==> src/rtl/mult_shift_add_pkg.sv <==
// Shared definitions for the shift-and-add multiplier: default data width and
// FSM state encodings.
package mult_shift_add_pkg;

  localparam int DATA_WIDTH = 32;

  typedef enum logic [1:0] {
    MULT_IDLE = 2'b00,
    MULT_RUN  = 2'b01,
    MULT_FIN  = 2'b10
  } mult_state_t;

endpackage

==> src/rtl/mult_shift_add_if.sv <==
// Start/done handshake and HI/LO result bus between a requester (master) and
// the multiplier (slave).
interface mult_shift_add_if
  import mult_shift_add_pkg::*;
#(
  parameter int WIDTH = DATA_WIDTH
);
  logic             START;
  logic [WIDTH-1:0] A;
  logic [WIDTH-1:0] B;
  logic             BUSY;
  logic             DONE;
  logic [WIDTH-1:0] HI;
  logic [WIDTH-1:0] LO;

  modport master (output START, A, B, input BUSY, DONE, HI, LO);
  modport slave  (input START, A, B, output BUSY, DONE, HI, LO);
endinterface

==> src/rtl/mult_shift_add_rc_add_w.sv <==
// WIDTH-bit ripple-carry adder with carry-in and carry-out, one full-adder
// cell per bit.
module mult_shift_add_rc_add_w #(
  parameter int WIDTH = 32
) (
  input  logic [WIDTH-1:0] a,
  input  logic [WIDTH-1:0] b,
  input  logic             cin,
  output logic [WIDTH-1:0] sum,
  output logic             cout
);
  logic [WIDTH:0] c;

  assign c[0] = cin;

  for (genvar i = 0; i < WIDTH; i++) begin : g_fa
    assign sum[i]  = a[i] ^ b[i] ^ c[i];
    assign c[i+1]  = (a[i] & b[i]) | (c[i] & (a[i] ^ b[i]));
  end

  assign cout = c[WIDTH];
endmodule

==> src/rtl/mult_shift_add.sv <==
// Iterative shift-and-add multiplier: one accumulate per clock, WIDTH clocks
// per product. Define MULT_SIGNED_EN for two's-complement operands.
module mult_shift_add
  import mult_shift_add_pkg::*;
#(
  parameter int WIDTH = DATA_WIDTH
) (
  input logic            CLK,
  input logic            RST,
  mult_shift_add_if.slave bus
);
  localparam int CNT_W = $clog2(WIDTH) + 1;

  mult_state_t        state;
  logic [WIDTH-1:0]   mcand;
  logic [2*WIDTH-1:0] p;
  logic [CNT_W-1:0]   cnt;
  logic               busy_q;
  logic               done_q;
  logic [WIDTH-1:0]   hi_q;
  logic [WIDTH-1:0]   lo_q;

  logic [WIDTH-1:0]   add_b;
  logic [WIDTH-1:0]   acc_sum;
  logic               acc_co;
  logic [2*WIDTH-1:0] p_shift;
  logic [WIDTH-1:0]   mag_a;
  logic [WIDTH-1:0]   mag_b;
  logic [2*WIDTH-1:0] prod_final;

  assign add_b = p[0] ? mcand : '0;

  mult_shift_add_rc_add_w #(.WIDTH(WIDTH)) u_acc (
    .a    (p[2*WIDTH-1:WIDTH]),
    .b    (add_b),
    .cin  (1'b0),
    .sum  (acc_sum),
    .cout (acc_co)
  );

  // The carry-out lands directly in the top bit after the shift, so the
  // extra (2W)th product bit never needs to be stored.
  assign p_shift = {acc_co, acc_sum, p[WIDTH-1:1]};

`ifdef MULT_SIGNED_EN
  logic               sign_q;
  logic [WIDTH-1:0]   neg_a;
  logic [WIDTH-1:0]   neg_b;
  logic [2*WIDTH-1:0] neg_p;
  logic               neg_a_co;
  logic               neg_b_co;
  logic               neg_p_co;
  logic               unused_carries;

  mult_shift_add_rc_add_w #(.WIDTH(WIDTH)) u_neg_a (
    .a(~bus.A), .b('0), .cin(1'b1), .sum(neg_a), .cout(neg_a_co)
  );
  mult_shift_add_rc_add_w #(.WIDTH(WIDTH)) u_neg_b (
    .a(~bus.B), .b('0), .cin(1'b1), .sum(neg_b), .cout(neg_b_co)
  );
  mult_shift_add_rc_add_w #(.WIDTH(2*WIDTH)) u_neg_p (
    .a(~p_shift), .b('0), .cin(1'b1), .sum(neg_p), .cout(neg_p_co)
  );

  // The most-negative operand negates to itself, which is its correct
  // unsigned magnitude.
  assign mag_a          = bus.A[WIDTH-1] ? neg_a : bus.A;
  assign mag_b          = bus.B[WIDTH-1] ? neg_b : bus.B;
  assign prod_final     = sign_q ? neg_p : p_shift;
  assign unused_carries = &{1'b0, neg_a_co, neg_b_co, neg_p_co};
`else
  assign mag_a      = bus.A;
  assign mag_b      = bus.B;
  assign prod_final = p_shift;
`endif

  // NOTE: every register here, state and datapath alike, is cleared by the
  // synchronous reset so a reset mid-run leaves no stale partial product.
  always_ff @(posedge CLK) begin
    if (RST) begin
      state  <= MULT_IDLE;
      mcand  <= '0;
      p      <= '0;
      cnt    <= '0;
      busy_q <= 1'b0;
      done_q <= 1'b0;
      hi_q   <= '0;
      lo_q   <= '0;
`ifdef MULT_SIGNED_EN
      sign_q <= 1'b0;
`endif
    end else begin
      // NOTE: non-blocking assignments, so every branch reads the values
      // from before this edge regardless of statement order.
      case (state)
        MULT_IDLE: begin
          if (bus.START) begin
            mcand  <= mag_a;
            p      <= {{WIDTH{1'b0}}, mag_b};
            cnt    <= '0;
            busy_q <= 1'b1;
            state  <= MULT_RUN;
`ifdef MULT_SIGNED_EN
            sign_q <= bus.A[WIDTH-1] ^ bus.B[WIDTH-1];
`endif
          end
        end
        MULT_RUN: begin
          p   <= p_shift;
          cnt <= cnt + 1'b1;
          if (cnt == CNT_W'(WIDTH - 1)) begin
            hi_q   <= prod_final[2*WIDTH-1:WIDTH];
            lo_q   <= prod_final[WIDTH-1:0];
            done_q <= 1'b1;
            state  <= MULT_FIN;
          end
        end
        MULT_FIN: begin
          done_q <= 1'b0;
          busy_q <= 1'b0;
          state  <= MULT_IDLE;
        end
        default: begin
          done_q <= 1'b0;
          busy_q <= 1'b0;
          state  <= MULT_IDLE;
        end
      endcase
    end
  end

  assign bus.BUSY = busy_q;
  assign bus.DONE = done_q;
  assign bus.HI   = hi_q;
  assign bus.LO   = lo_q;
endmodule

==> src/flat_wrapper.sv <==
// flat-port wrapper written by rule: the top's interface ports become plain ports
module mult_shift_add_flat import mult_shift_add_pkg::*;
#(
  parameter int WIDTH = DATA_WIDTH
)
  (CLK, RST, bus_START, bus_A, bus_B, bus_BUSY, bus_DONE, bus_HI, bus_LO);
  mult_shift_add_if #(.WIDTH(WIDTH)) bus_i ();
  input logic CLK;
  input logic RST;
  input wire logic [$bits(bus_i.START)-1:0] bus_START;
  input wire logic [$bits(bus_i.A)-1:0] bus_A;
  input wire logic [$bits(bus_i.B)-1:0] bus_B;
  output wire logic [$bits(bus_i.BUSY)-1:0] bus_BUSY;
  output wire logic [$bits(bus_i.DONE)-1:0] bus_DONE;
  output wire logic [$bits(bus_i.HI)-1:0] bus_HI;
  output wire logic [$bits(bus_i.LO)-1:0] bus_LO;
  assign bus_i.START = bus_START;
  assign bus_i.A = bus_A;
  assign bus_i.B = bus_B;
  assign bus_BUSY = bus_i.BUSY;
  assign bus_DONE = bus_i.DONE;
  assign bus_HI = bus_i.HI;
  assign bus_LO = bus_i.LO;
  mult_shift_add #(.WIDTH(WIDTH)) u_core (.CLK(CLK), .RST(RST), .bus(bus_i));
endmodule
==> config.mk <==
export PLATFORM = sky130hd
export DESIGN_NAME = mult_shift_add_flat
export DESIGN_NICKNAME = d
export VERILOG_FILES = /design/src/rtl/mult_shift_add_pkg.sv /design/src/rtl/mult_shift_add_if.sv /design/src/rtl/mult_shift_add_rc_add_w.sv /design/src/rtl/mult_shift_add.sv /design/src/flat_wrapper.sv
export SDC_FILE = /design/constraint.sdc
export NUM_CORES = 1
export LEC_CHECK = 0
export ABC_CLOCK_PERIOD_IN_PS = 27800
export CAP_MARGIN = 20
export CORE_ASPECT_RATIO = 0.8
export CORE_MARGIN = 5
export CORE_UTILIZATION = 46
export CTS_CLUSTER_SIZE = 40
export DETAILED_ROUTE_END_ITERATION = 8
export PLACE_DENSITY = 0.73
export SETUP_SLACK_MARGIN = 0.4
export SLEW_MARGIN = 10
export SYNTH_ARGS = -nofsm -noshare
export SYNTH_HDL_FRONTEND = slang
export SYNTH_SLANG_ARGS = --single-unit
export TNS_END_PERCENT = 1
==> constraint.sdc <==
create_clock -name CLK -period 27.8 [get_ports CLK]
set_input_delay 5.56 -clock CLK [delete_from_list [all_inputs] [get_ports CLK]]
set_output_delay 5.56 -clock CLK [all_outputs]
set_load 0.01 [all_outputs]
==> flow_summary.json <==
{
  "required_ns": 28.10,
  "gp_congestion": 0.766,
  "fin_setup_tns_ns": 0,
  "viasPerCell": 4.97,
  "whs_endpoint": "u_core.mcand[23]",
  "gr-total-overflow": 0,
  "drc_errors": 0,
  "postCtsSetupRepairBufs": 0,
  "yosysSeqAreaShare_pct": 41.0,
  "maxCapViolations": 0,
  "synth_flop_cell": "dfxtp_1",
  "die-area_sq_um": 20900,
  "period_share_pct": 52.9,
  "port_buffers": 132,
  "synth_top_area_share_pct": 41.0,
  "max_freq_ghz": 0.0680,
  "setup_viol": 0,
  "numCtsBuffers": 17,
  "drive_gt1_share_pct": 10.6,
  "finClkSkew_ns": 0.00913,
  "drt-total-wl_mm": 18.0,
  "cts_max_level": 4,
  "rows": 44,
  "grt_setup_unrepaired": "false",
  "synthTopCellsByCount": "170 x dfxtp_1, 117 x nand2b_1, 102 x a21oi_1, 97 x nand2_1, 67 x nor2_1",
  "place_ws_ns": 12.32,
  "cp.arrival_ns": 15.00,
  "maxSlewViolCount": 0,
  "ios": 133,
  "syn_inst": 923,
  "total_power_mw": 0.557,
  "hold_violations": 0,
  "end_kind": "flop",
  "synth-edff-count": 0,
  "fin_crit_ns": 14.70,
  "peakVddDrop_mv": 0.0368,
  "critPathLaunchType": "flop",
  "ys_warn_count": 0,
  "fillCellCount": 1593,
  "clk_latency_ns": 0.42,
  "power.density_nw_per_um2": 54.4,
  "timing.rr.end": "u_core.bus.HI[30]",
  "synth.distinct_cells": 37,
  "grt_pass1_vias": 6047,
  "start_util_pct": 46.3,
  "vias": 6222,
  "synth_async_sr_flop_share_pct": 0,
  "whs_ns": 0.456,
  "crit_fanout": 7,
  "yosys-top-cells-area": "dfxtp_1 41%, nand2b_1 8.8%, fa_1 7.5%",
  "drt_iter0_drc": 351,
  "worstHoldPathCells": 2,
  "clk_pin_slew_ns": 0.06,
  "worst_slew_pin_slew_ns": 1.05,
  "p_leak_nw": 3.40,
  "grt_pass1_wl_mm": 30.1,
  "cpMostUsedCell": "fa_1",
  "dp_hpwl_mm": 11.3,
  "fin_cells": 1252,
  "synth_area_sq_um": 8310,
  "design_area_sq_um": 10200,
  "synth_fp_nets": 1023,
  "final_net_count": 1110,
  "worstReg2RegStart": "u_core.p[0]",
  "die_h_microns": 130,
  "antenna_found_initial": 0,
  "grt_start_max_net_pins": 130,
  "post_synth.cell_area_avg_sq_um": 9.00,
  "numPlacedInstances": 1218,
  "reg2reg_slack_ns": 13.10,
  "reg2reg_depth": 36,
  "fin_ws_ns": 13.10,
  "cts_sinks": 170,
  "ys_seq_elements": 170,
  "slowest_delay_ns": 0.53,
  "status": "finished clean",
  "postLayoutCoreUtil_pct": 57.1,
  "place_area_sq_um": 9580,
  "clock-root-buffer": "clkbuf_16",
  "ctsHoldBuffers": 0,
  "core-area_sq_um": 17900,
  "dr.pass1.iters": 4,
  "synth_most_common_cell": "dfxtp_1",
  "dieWidth_microns": 160,
  "cts_tree": "built",
  "clock_path_buffers": 2,
  "wl_per_cell_microns": 14.4,
  "yosysTopAreaCell": "dfxtp_1",
  "cts_resized": 0,
  "worst_hold_startpoint": "u_core.mcand[23]",
  "max-slew-margin-rel_pct": 29.6,
  "hold_path.class": "reg2reg",
  "critPathSlowestCell": "fa_1",
  "criticalPathCategory": "reg2reg",
  "diodes": 0,
  "grt_usage_pct": 17.5,
  "syn2layout_area_growth_pct": 23.3,
  "drtAntennaViolNets": 0
}
-- layout by cell type (no fill, tap or decap), types with 33 or more instances in the layout --
| cell type | count |
|---|---|
| nand2_1 | 97 |
| nor2b_1 | 33 |
| nor2_1 | 67 |
| nand3_1 | 37 |
| or3b_2 | 33 |
| clkdlybuf4s50_1 | 131 |
| a21oi_1 | 102 |
| nand2b_1 | 116 |
| dfxtp_1 | 169 |
-- critical path, delay by kind of cell, from the launching register on --
family                   cells  cell delay (ns)
adder cells (fa/ha/maj)     32            13.56
buffers and inverters        1             0.05
flip-flops                   1             0.48
multiplexers                 1             0.26
AND/OR/NAND/NOR              2             0.24
-- final cells by class --
| class | instances | area (sq um) | area share (%) |
|---|---|---|---|
| flip-flops and latches | 170 | 3400 | 33.2 |
| multi-input cells | 648 | 4400 | 42.9 |
| inverters | 32 | 120 | 1.17 |
| clock inverters | 7 | 141 | 1.38 |
| clock buffers | 24 | 462 | 4.51 |
| repair buffers | 141 | 1430 | 14.0 |
| well taps | 230 | 288 | 2.81 |
-- routing by layer --
| layer | vias to the layer above | wire length, microns | track usage [%] |
|---|---|---|---|
| met4 | 0 | 220 | 4.55 |
| li1 | 3160 | - | - |
| met5 | - | 0 | 0 |
| met2 | 115 | 8340 | 27.6 |
| met1 | 2927 | 8730 | 24.1 |
| met3 | 20 | 717 | 4.45 |
-- registers in the layout, summed over array words and instances, names as in the netlist --
signal	cells
u_core.bus.HI	32
u_core.state	2
u_core.mcand	32
u_core.bus.LO	32
u_core.bus.BUSY	1
u_core.cnt	6
u_core.bus.DONE	1
u_core.p	64
-- report_power, final --
part           switching, mW  internal [mW]
Sequential           0.00607          0.252
Clock                 0.0931          0.153
Combinational         0.0278         0.0253
-- how the worst max path moves through the flow --
stage,from,to,slack (ns),cells after the start
after detailed placement,u_core.p[0],u_core.bus.HI[30],12.32,36
after global placement,u_core.p[0],u_core.bus.HI[30],12.62,36
after global routing,u_core.p[0],u_core.bus.HI[30],12.40,36
after CTS,u_core.p[0],u_core.bus.HI[30],12.29,36
final,u_core.p[0],u_core.bus.HI[30],13.10,36
after floorplan,u_core.p[0],u_core.bus.HI[30],13.43,36
-- cell families (layout without fill, tap and decap cells) --
kind of cell | after synthesis | in the layout | synth area share, %
and+or+nand+nor | 442 | 442 | 28.8
DFF | 170 | 170 | 41.0
AOI/OAI and AO/OA | 108 | 108 | 6.66
buffers and inverters | 105 | 204 | 6.19
muxes | 65 | 65 | 9.59
adders and majority gates | 33 | 33 | 7.77
(Power assumes the default switching activity.)
